### src/rtl/tsc_pkg.sv
// Shared types, default parameters and helpers for the transient sample capture controller.
package tsc_pkg;

    localparam int DEF_DATA_W       = 8;
    localparam int DEF_BUF_DEPTH    = 16;
    localparam int DEF_POST_SAMPLES = 8;
    localparam int DEF_SAMPLE_DIV   = 4;

    function automatic int ptr_width(input int depth);
        return (depth > 1) ? $clog2(depth) : 1;
    endfunction

    localparam int DEF_PTR_W = ptr_width(DEF_BUF_DEPTH);

    typedef enum logic [2:0] {
        ST_IDLE = 3'd0,
        ST_RUN  = 3'd1,
        ST_POST = 3'd2,
        ST_DONE = 3'd3,
        ST_SEND = 3'd4
    } state_e;

endpackage

### src/rtl/tsc_ring_buf.sv
// Sample ring buffer: wrapping write pointer, registered read port that clears on reset.
module tsc_ring_buf
    import tsc_pkg::*;
#(
    parameter int DATA_W    = DEF_DATA_W,
    parameter int BUF_DEPTH = DEF_BUF_DEPTH,
    localparam int AW       = ptr_width(BUF_DEPTH)
) (
    input  logic              clk_i,
    input  logic              rst_i,
    input  logic              wr_en_i,
    input  logic [DATA_W-1:0] wr_data_i,
    output logic [AW-1:0]     wr_ptr_o,
    input  logic              rd_en_i,
    input  logic [AW-1:0]     rd_addr_i,
    output logic [DATA_W-1:0] rd_data_o
);

    logic [DATA_W-1:0] mem_q [BUF_DEPTH];
    logic [AW-1:0]     wr_ptr_q;
    logic [DATA_W-1:0] rd_data_q;

    // Depth is a power of two, so the pointer wraps naturally.
    always_ff @(posedge clk_i) begin
        if (rst_i) begin
            for (int i = 0; i < BUF_DEPTH; i++) begin
                mem_q[i] <= '0;
            end
            wr_ptr_q  <= '0;
            rd_data_q <= '0;
        end else begin
            if (wr_en_i) begin
                mem_q[wr_ptr_q] <= wr_data_i;
                wr_ptr_q        <= wr_ptr_q + AW'(1);
            end
            if (rd_en_i) begin
                rd_data_q <= mem_q[rd_addr_i];
            end
        end
    end

    assign wr_ptr_o  = wr_ptr_q;
    assign rd_data_o = rd_data_q;

endmodule

### src/rtl/tsc.sv
// Transient sample capture: paces ADC requests, freezes a pre/post-trigger window
// in the ring buffer and streams it out serially, oldest sample first, MSB first.
module tsc
    import tsc_pkg::*;
#(
    parameter int DATA_W       = DEF_DATA_W,
    parameter int BUF_DEPTH    = DEF_BUF_DEPTH,
    parameter int POST_SAMPLES = DEF_POST_SAMPLES,
    parameter int SAMPLE_DIV   = DEF_SAMPLE_DIV
) (
    input  logic              clk,
    input  logic              rst,
    input  logic              start,
    input  logic [DATA_W-1:0] trig_lvl,
    input  logic              sbf,
    output logic              adc_req,
    input  logic              adc_rdy,
    input  logic [DATA_W-1:0] adc_dat,
    output logic              trd,
    output logic              cd,
    output logic              sd,
    output logic              sd_valid
);

    localparam int AW = ptr_width(BUF_DEPTH);
    localparam int SW = $clog2(SAMPLE_DIV);
    localparam int PW = $clog2(POST_SAMPLES + 1);
    localparam int BW = ptr_width(DATA_W);

    localparam logic [SW-1:0] SLOT_CAP  = SW'(2);
    localparam logic [SW-1:0] SLOT_LAST = SW'(SAMPLE_DIV - 1);
    localparam logic [PW-1:0] POST_LOAD = PW'(POST_SAMPLES - 1);
    localparam logic [BW-1:0] BIT_LAST  = BW'(DATA_W - 1);
    localparam logic [AW-1:0] WORD_LAST = AW'(BUF_DEPTH - 1);

    state_e            state_q, state_d;
    logic [SW-1:0]     slot_q, slot_d;
    logic [PW-1:0]     post_q, post_d;
    logic              trd_q, trd_d;
    logic [AW-1:0]     rd_ptr_q, rd_ptr_d;
    logic [AW-1:0]     word_q, word_d;
    logic [BW-1:0]     bit_q, bit_d;

    logic              sampling;
    logic              capture;
    logic              rd_en;
    logic [AW-1:0]     rd_addr;
    logic [AW-1:0]     wr_ptr;
    logic [DATA_W-1:0] rd_word;

    assign sampling = (state_q == ST_RUN) || (state_q == ST_POST);
    assign capture  = sampling && (slot_q == SLOT_CAP) && adc_rdy;

    tsc_ring_buf #(
        .DATA_W    (DATA_W),
        .BUF_DEPTH (BUF_DEPTH)
    ) u_buf (
        .clk_i     (clk),
        .rst_i     (rst),
        .wr_en_i   (capture),
        .wr_data_i (adc_dat),
        .wr_ptr_o  (wr_ptr),
        .rd_en_i   (rd_en),
        .rd_addr_i (rd_addr),
        .rd_data_o (rd_word)
    );

    always_comb begin
        state_d  = state_q;
        slot_d   = slot_q;
        post_d   = post_q;
        trd_d    = trd_q;
        rd_ptr_d = rd_ptr_q;
        word_d   = word_q;
        bit_d    = bit_q;
        rd_en    = 1'b0;
        rd_addr  = rd_ptr_q;

        // Slot counter stalls at the capture slot until the ADC reports valid data.
        if (sampling && !((slot_q == SLOT_CAP) && !adc_rdy)) begin
            slot_d = (slot_q == SLOT_LAST) ? '0 : slot_q + SW'(1);
        end

        case (state_q)
            ST_IDLE: begin
                if (start) begin
                    state_d = ST_RUN;
                    slot_d  = '0;
                end
            end
            ST_RUN: begin
                if (capture && (adc_dat > trig_lvl)) begin
                    trd_d   = 1'b1;
                    post_d  = POST_LOAD;
                    state_d = (POST_SAMPLES == 1) ? ST_DONE : ST_POST;
                end
            end
            ST_POST: begin
                if (capture) begin
                    post_d = post_q - PW'(1);
                    if (post_q == PW'(1)) begin
                        state_d = ST_DONE;
                    end
                end
            end
            ST_DONE: begin
                // Prefetch the oldest entry so the first bit is on sd the very next cycle.
                if (sbf) begin
                    state_d  = ST_SEND;
                    rd_en    = 1'b1;
                    rd_addr  = wr_ptr;
                    rd_ptr_d = wr_ptr + AW'(1);
                    word_d   = '0;
                    bit_d    = '0;
                end
            end
            ST_SEND: begin
                if (bit_q == BIT_LAST) begin
                    bit_d = '0;
                    if (word_q == WORD_LAST) begin
                        state_d = ST_IDLE;
                        trd_d   = 1'b0;
                    end else begin
                        rd_en    = 1'b1;
                        word_d   = word_q + AW'(1);
                        rd_ptr_d = rd_ptr_q + AW'(1);
                    end
                end else begin
                    bit_d = bit_q + BW'(1);
                end
            end
            default: begin
                state_d = ST_IDLE;
            end
        endcase
    end

    always_ff @(posedge clk) begin
        if (rst) begin
            state_q  <= ST_IDLE;
            slot_q   <= '0;
            post_q   <= '0;
            trd_q    <= 1'b0;
            rd_ptr_q <= '0;
            word_q   <= '0;
            bit_q    <= '0;
        end else begin
            state_q  <= state_d;
            slot_q   <= slot_d;
            post_q   <= post_d;
            trd_q    <= trd_d;
            rd_ptr_q <= rd_ptr_d;
            word_q   <= word_d;
            bit_q    <= bit_d;
        end
    end

    assign adc_req  = sampling && (slot_q == '0);
    assign trd      = trd_q;
    assign cd       = (state_q == ST_DONE);
    assign sd_valid = (state_q == ST_SEND);
    assign sd       = sd_valid & rd_word[BIT_LAST - bit_q];

endmodule

### config.mk
export PLATFORM = sky130hd
export DESIGN_NAME = tsc
export DESIGN_NICKNAME = d
export VERILOG_FILES = /design/src/rtl/tsc_pkg.sv /design/src/rtl/tsc_ring_buf.sv /design/src/rtl/tsc.sv
export SDC_FILE = /design/constraint.sdc
export NUM_CORES = 1
export LEC_CHECK = 0
export ABC_AREA = 1
export CAP_MARGIN = 20
export CELL_PAD_IN_SITES_DETAIL_PLACEMENT = 0
export CELL_PAD_IN_SITES_GLOBAL_PLACEMENT = 2
export CORE_MARGIN = 3
export CORE_UTILIZATION = 41
export DETAILED_ROUTE_END_ITERATION = 12
export GPL_TIMING_DRIVEN = 0
export PLACE_DENSITY = 0.94
export SYNTH_ARGS = -nofsm -noshare
export SYNTH_HDL_FRONTEND = slang
export SYNTH_SLANG_ARGS = --single-unit
### constraint.sdc
create_clock -name clk -period 3.15 [get_ports clk]
set_clock_uncertainty 0.15 [all_clocks]
set_input_delay 0.4725 -clock clk [delete_from_list [all_inputs] [get_ports clk]]
set_output_delay 0.4725 -clock clk [all_outputs]
set_load 0.02 [all_outputs]
==> results of run 1 <==
## power by group through the flow
stage / combinational [W] / sequential (W) / clock [W]
floorplan: 0.00107 / 0.00253 / 0
global placement: 0.00153 / 0.00255 / 0
detailed placement: 0.00155 / 0.00255 / 0
CTS: 0.00155 / 0.00251 / 0.00213
global route: 0.00175 / 0.00252 / 0.00222
finish: 0.00156 / 0.00251 / 0.00211
## sequential cells by signal, indices dropped and copies added, names as in the netlist
name / count
u_buf.mem_q: 128
u_buf.wr_ptr_o: 4
trd: 1
slot_q: 2
u_buf.rd_data_o: 8
word_q: 4
post_q: 4
state_q: 3
bit_q: 3
rd_ptr_q: 4
## repair_timing
item,4_1_cts,5_1_grt
endpoints found under the setup margin,1,2
gates cloned,0,0
resized for setup,0,4
hold endpoints to repair,0,0
buffers inserted,0,0
## cells by family after synthesis
group | after synthesis
simple gates | 569
buf+inv | 179
flops | 161
compound gates | 60
fa+ha+maj | 21
xor+xnor | 4
mux | 1
## layout make-up
| class | instances | area [sq um] |
|---|---|---|
| buffer | 44 | 231.5 |
| clock inverter | 15 | 172.7 |
| inverter | 134 | 506.7 |
| tap | 265 | 331.6 |
| clock buffer | 17 | 425.4 |
| multi-input combinational | 655 | 3138 |
| timing repair buffer | 24 | 240.2 |
| fill | 1975 | 10230 |
| sequential | 161 | 4504 |
## per-stage QoR
step | area (sq um) | setup WS, ns | hold WS (ns) | cells
5_1_grt | 9550 | 0.09535 | 0.3614 | 1315
3_5_place_dp | 8951 | -0.2301 | 0.3273 | 1284
2_1_floorplan | 8379 | 1.016 | 0.3030 | 995
6_report | 9550 | 0.2490 | 0.3041 | 1315
3_3_place_gp | 8951 | -0.2374 | 0.3264 | 1284
4_1_cts | 9545 | 0.1114 | 0.3125 | 1315
## cell usage after synthesis, types with 2 or more instances
library cell  count
a211oi_1          4
a21oi_1          21
buf_2            22
buf_4             6
buf_6             2
clkbuf_1         15
dfxtp_1          33
edfxtp_1        128
ha_1             21
inv_1           130
inv_2             3
nand2_1         209
nand2_2          20
nand2_4           2
nand3_1         168
nand3_2           2
nor2_1          154
nor2_4            5
nor3_1            6
o21ai_0          22
o21ai_1           2
o21ai_2           2
xor2_1            3
## cell usage in the layout, fill, tap and decap left out, types with 4 or more instances in the layout
master / n
buf_4: 6
nand2_1: 209
ha_1: 21
nor2_1: 154
clkbuf_16: 17
nor2_4: 5
inv_1: 129
nand2_2: 20
clkbuf_1: 13
dfxtp_1: 33
a21oi_1: 21
buf_2: 22
clkdlybuf4s50_1: 24
nor3_1: 6
nand3_1: 168
o21ai_0: 22
a211oi_1: 4
edfxtp_1: 128
inv_6: 5
## layer usage
| layer | part of all wire | up-vias | global-route usage |
|---|---|---|---|
| li1 | - | 3319 | - |
| met1 | 0.46 | 3109 | 0.3052 |
| met2 | 0.46 | 215 | 0.3413 |
| met3 | 0.059 | 29 | 0.03191 |
| met4 | 0.019 | 0 | 0.06224 |
| met5 | 0 | - | 0 |
## worst paths after layout
kind	startpoint	endpoint	slack (ns)
max reg2reg	state_q[2]$_SDFFE_PP0P_	u_buf.mem_q[4][5]$_SDFFCE_PN0P_	0.45
min reg2reg	post_q[1]$_SDFFE_PP0P_	post_q[1]$_SDFFE_PP0P_	0.34
min	rst	bit_q[1]$_SDFFE_PP0P_	0.30
max	state_q[2]$_SDFFE_PP0P_	sd	0.25
## worst max-delay path, cell delays in order (launching register included)
cell             delay, ns
dfxtp_1               0.47
nand3_1               0.28
clkinvlp_4            0.29
o221a_2               0.21
clkdlybuf4s50_1       0.60
==> results.sh, run 1 <==
export IMPL_outcome="completed"
export IMPL_ys_flop_type="edfxtp_1"
export IMPL_firstDrtPassIters=5
export IMPL_utilization=0.4828
export IMPL_netlist_area_sq_um=8379
export IMPL_groute_usage_overall=0.2141
export IMPL_synth_area_leaders="edfxtp_1, nand3_1, nand2_1, dfxtp_1, nor2_1"
export IMPL_fp_dieW_um=149.0
export IMPL_layout_nets=1079
export IMPL_tightest_slew_ns=0.8741
export IMPL_cp_start_kind="register"
export IMPL_synthAdderAreaFrac=0.03136
export IMPL_wl_um=22970
export IMPL_postRouteAntennaNets=0
export IMPL_synth_cells=995
export IMPL_hold_class="in -> reg"
export IMPL_root_buffer="clkbuf_16"
export IMPL_syn_num_nets=1037
export IMPL_fin_crit_sh=0.9210
export IMPL_syn_to_final_growth_pct=13.98
export IMPL_setup_viol=0
export IMPL_final_max_slew_viol_count=0
export IMPL_critPathKind="reg -> out"
export IMPL_ys_warn_count=0
export IMPL_critPathMaxFanout=11
export IMPL_drt_iter0_markers=589
export IMPL_synth_xor_area_frac=0.004181
export IMPL_fmax_mhz=344.7
export IMPL_switching_share=0.3340
export IMPL_p_int_w=0.004108
export IMPL_via_per_inst=5.074
export IMPL_grt_max_degree=17
export IMPL_clkPwrFrac=0.341
export IMPL_wl_per_cell_um=17.47
export IMPL_timing_final_crit_period_ns=2.901
export IMPL_rows=51
export IMPL_synth_edf_count=128
export IMPL_port_buffers=24
export IMPL_vias=6672
export IMPL_end_kind="output pin"
export IMPL_ys_ff_latch=161
export IMPL_drv_cap=0
export IMPL_ir_drop_mv=0.4498
export IMPL_cts_buffers=17
export IMPL_dieArea_sq_um=22190
export IMPL_reg2reg_depth=9
export IMPL_synthMuxAreaShare=0.001195
export IMPL_p_comb_frac=0.252
export IMPL_cts_sinks=161
export IMPL_synth_top_cell_area_share=0.4587
export IMPL_place_hpwl_um=16590
export IMPL_overflow=0
export IMPL_grt_pass1_vias=6251
export IMPL_fin_setup_tns_ns=0
export IMPL_yosysTopAreaCell="edfxtp_1"
export IMPL_syn_avg_cell_area_sq_um=8.421
export IMPL_synthArstFlopShare=0
export IMPL_power_density_nw_per_um2=645.9
export IMPL_synth_cell_types=38
export IMPL_cts_buffer_depth=2
export IMPL_rsz0062_at_grt="no"
export IMPL_cp_required_ns=2.53
export IMPL_hold_viol_final=0
export IMPL_pwr_share_seq=0.406
export IMPL_n_antenna_cell=0
export IMPL_grt_first_pass_wirelength_um=35360
export IMPL_slew_headroom=0.4173
export IMPL_antenna_found_initial=0
export IMPL_cts_tree="yes"
export IMPL_htreeDepth=4
export IMPL_cts_clk_slew_worst_paths_ns=0.07
export IMPL_drc_errors=0
export IMPL_synth_compound_area_frac=0.04226
export IMPL_io_pins=26
export IMPL_hold_path_depth=2
export IMPL_seq_area_frac_synth=0.5376
export IMPL_synth_top_family_by_area="simple AND/OR/NAND/NOR gates"
export IMPL_synth_simple_area_share=0.2955
export IMPL_start_util=0.4236
export IMPL_clk_latency_ns=0.43
export IMPL_power_switching_w=0.002061
export IMPL_p_total_w=0.006169
export IMPL_routabilityCongestion=0.8898
export IMPL_cts_hold_buf=0
export IMPL_fp_coreArea_sq_um=19780
export IMPL_leakagePower_nw=4.217
export IMPL_drive_gt1_frac=0.09714
export IMPL_worstPathArrival_ns=2.28
export IMPL_chipHeight_um=149.0
(Power assumes the default switching activity.)
==> run 2: changes to the inputs <==
--- a/config.mk
+++ b/config.mk
@@ -6,7 +6,6 @@
 export NUM_CORES = 1
 export LEC_CHECK = 0
 export ABC_AREA = 1
-export CAP_MARGIN = 20
 export CELL_PAD_IN_SITES_DETAIL_PLACEMENT = 0
 export CELL_PAD_IN_SITES_GLOBAL_PLACEMENT = 2
 export CORE_MARGIN = 3
==> results of run 2 <==
No change in the layout: final DEF, timing and power equal those of run 1.
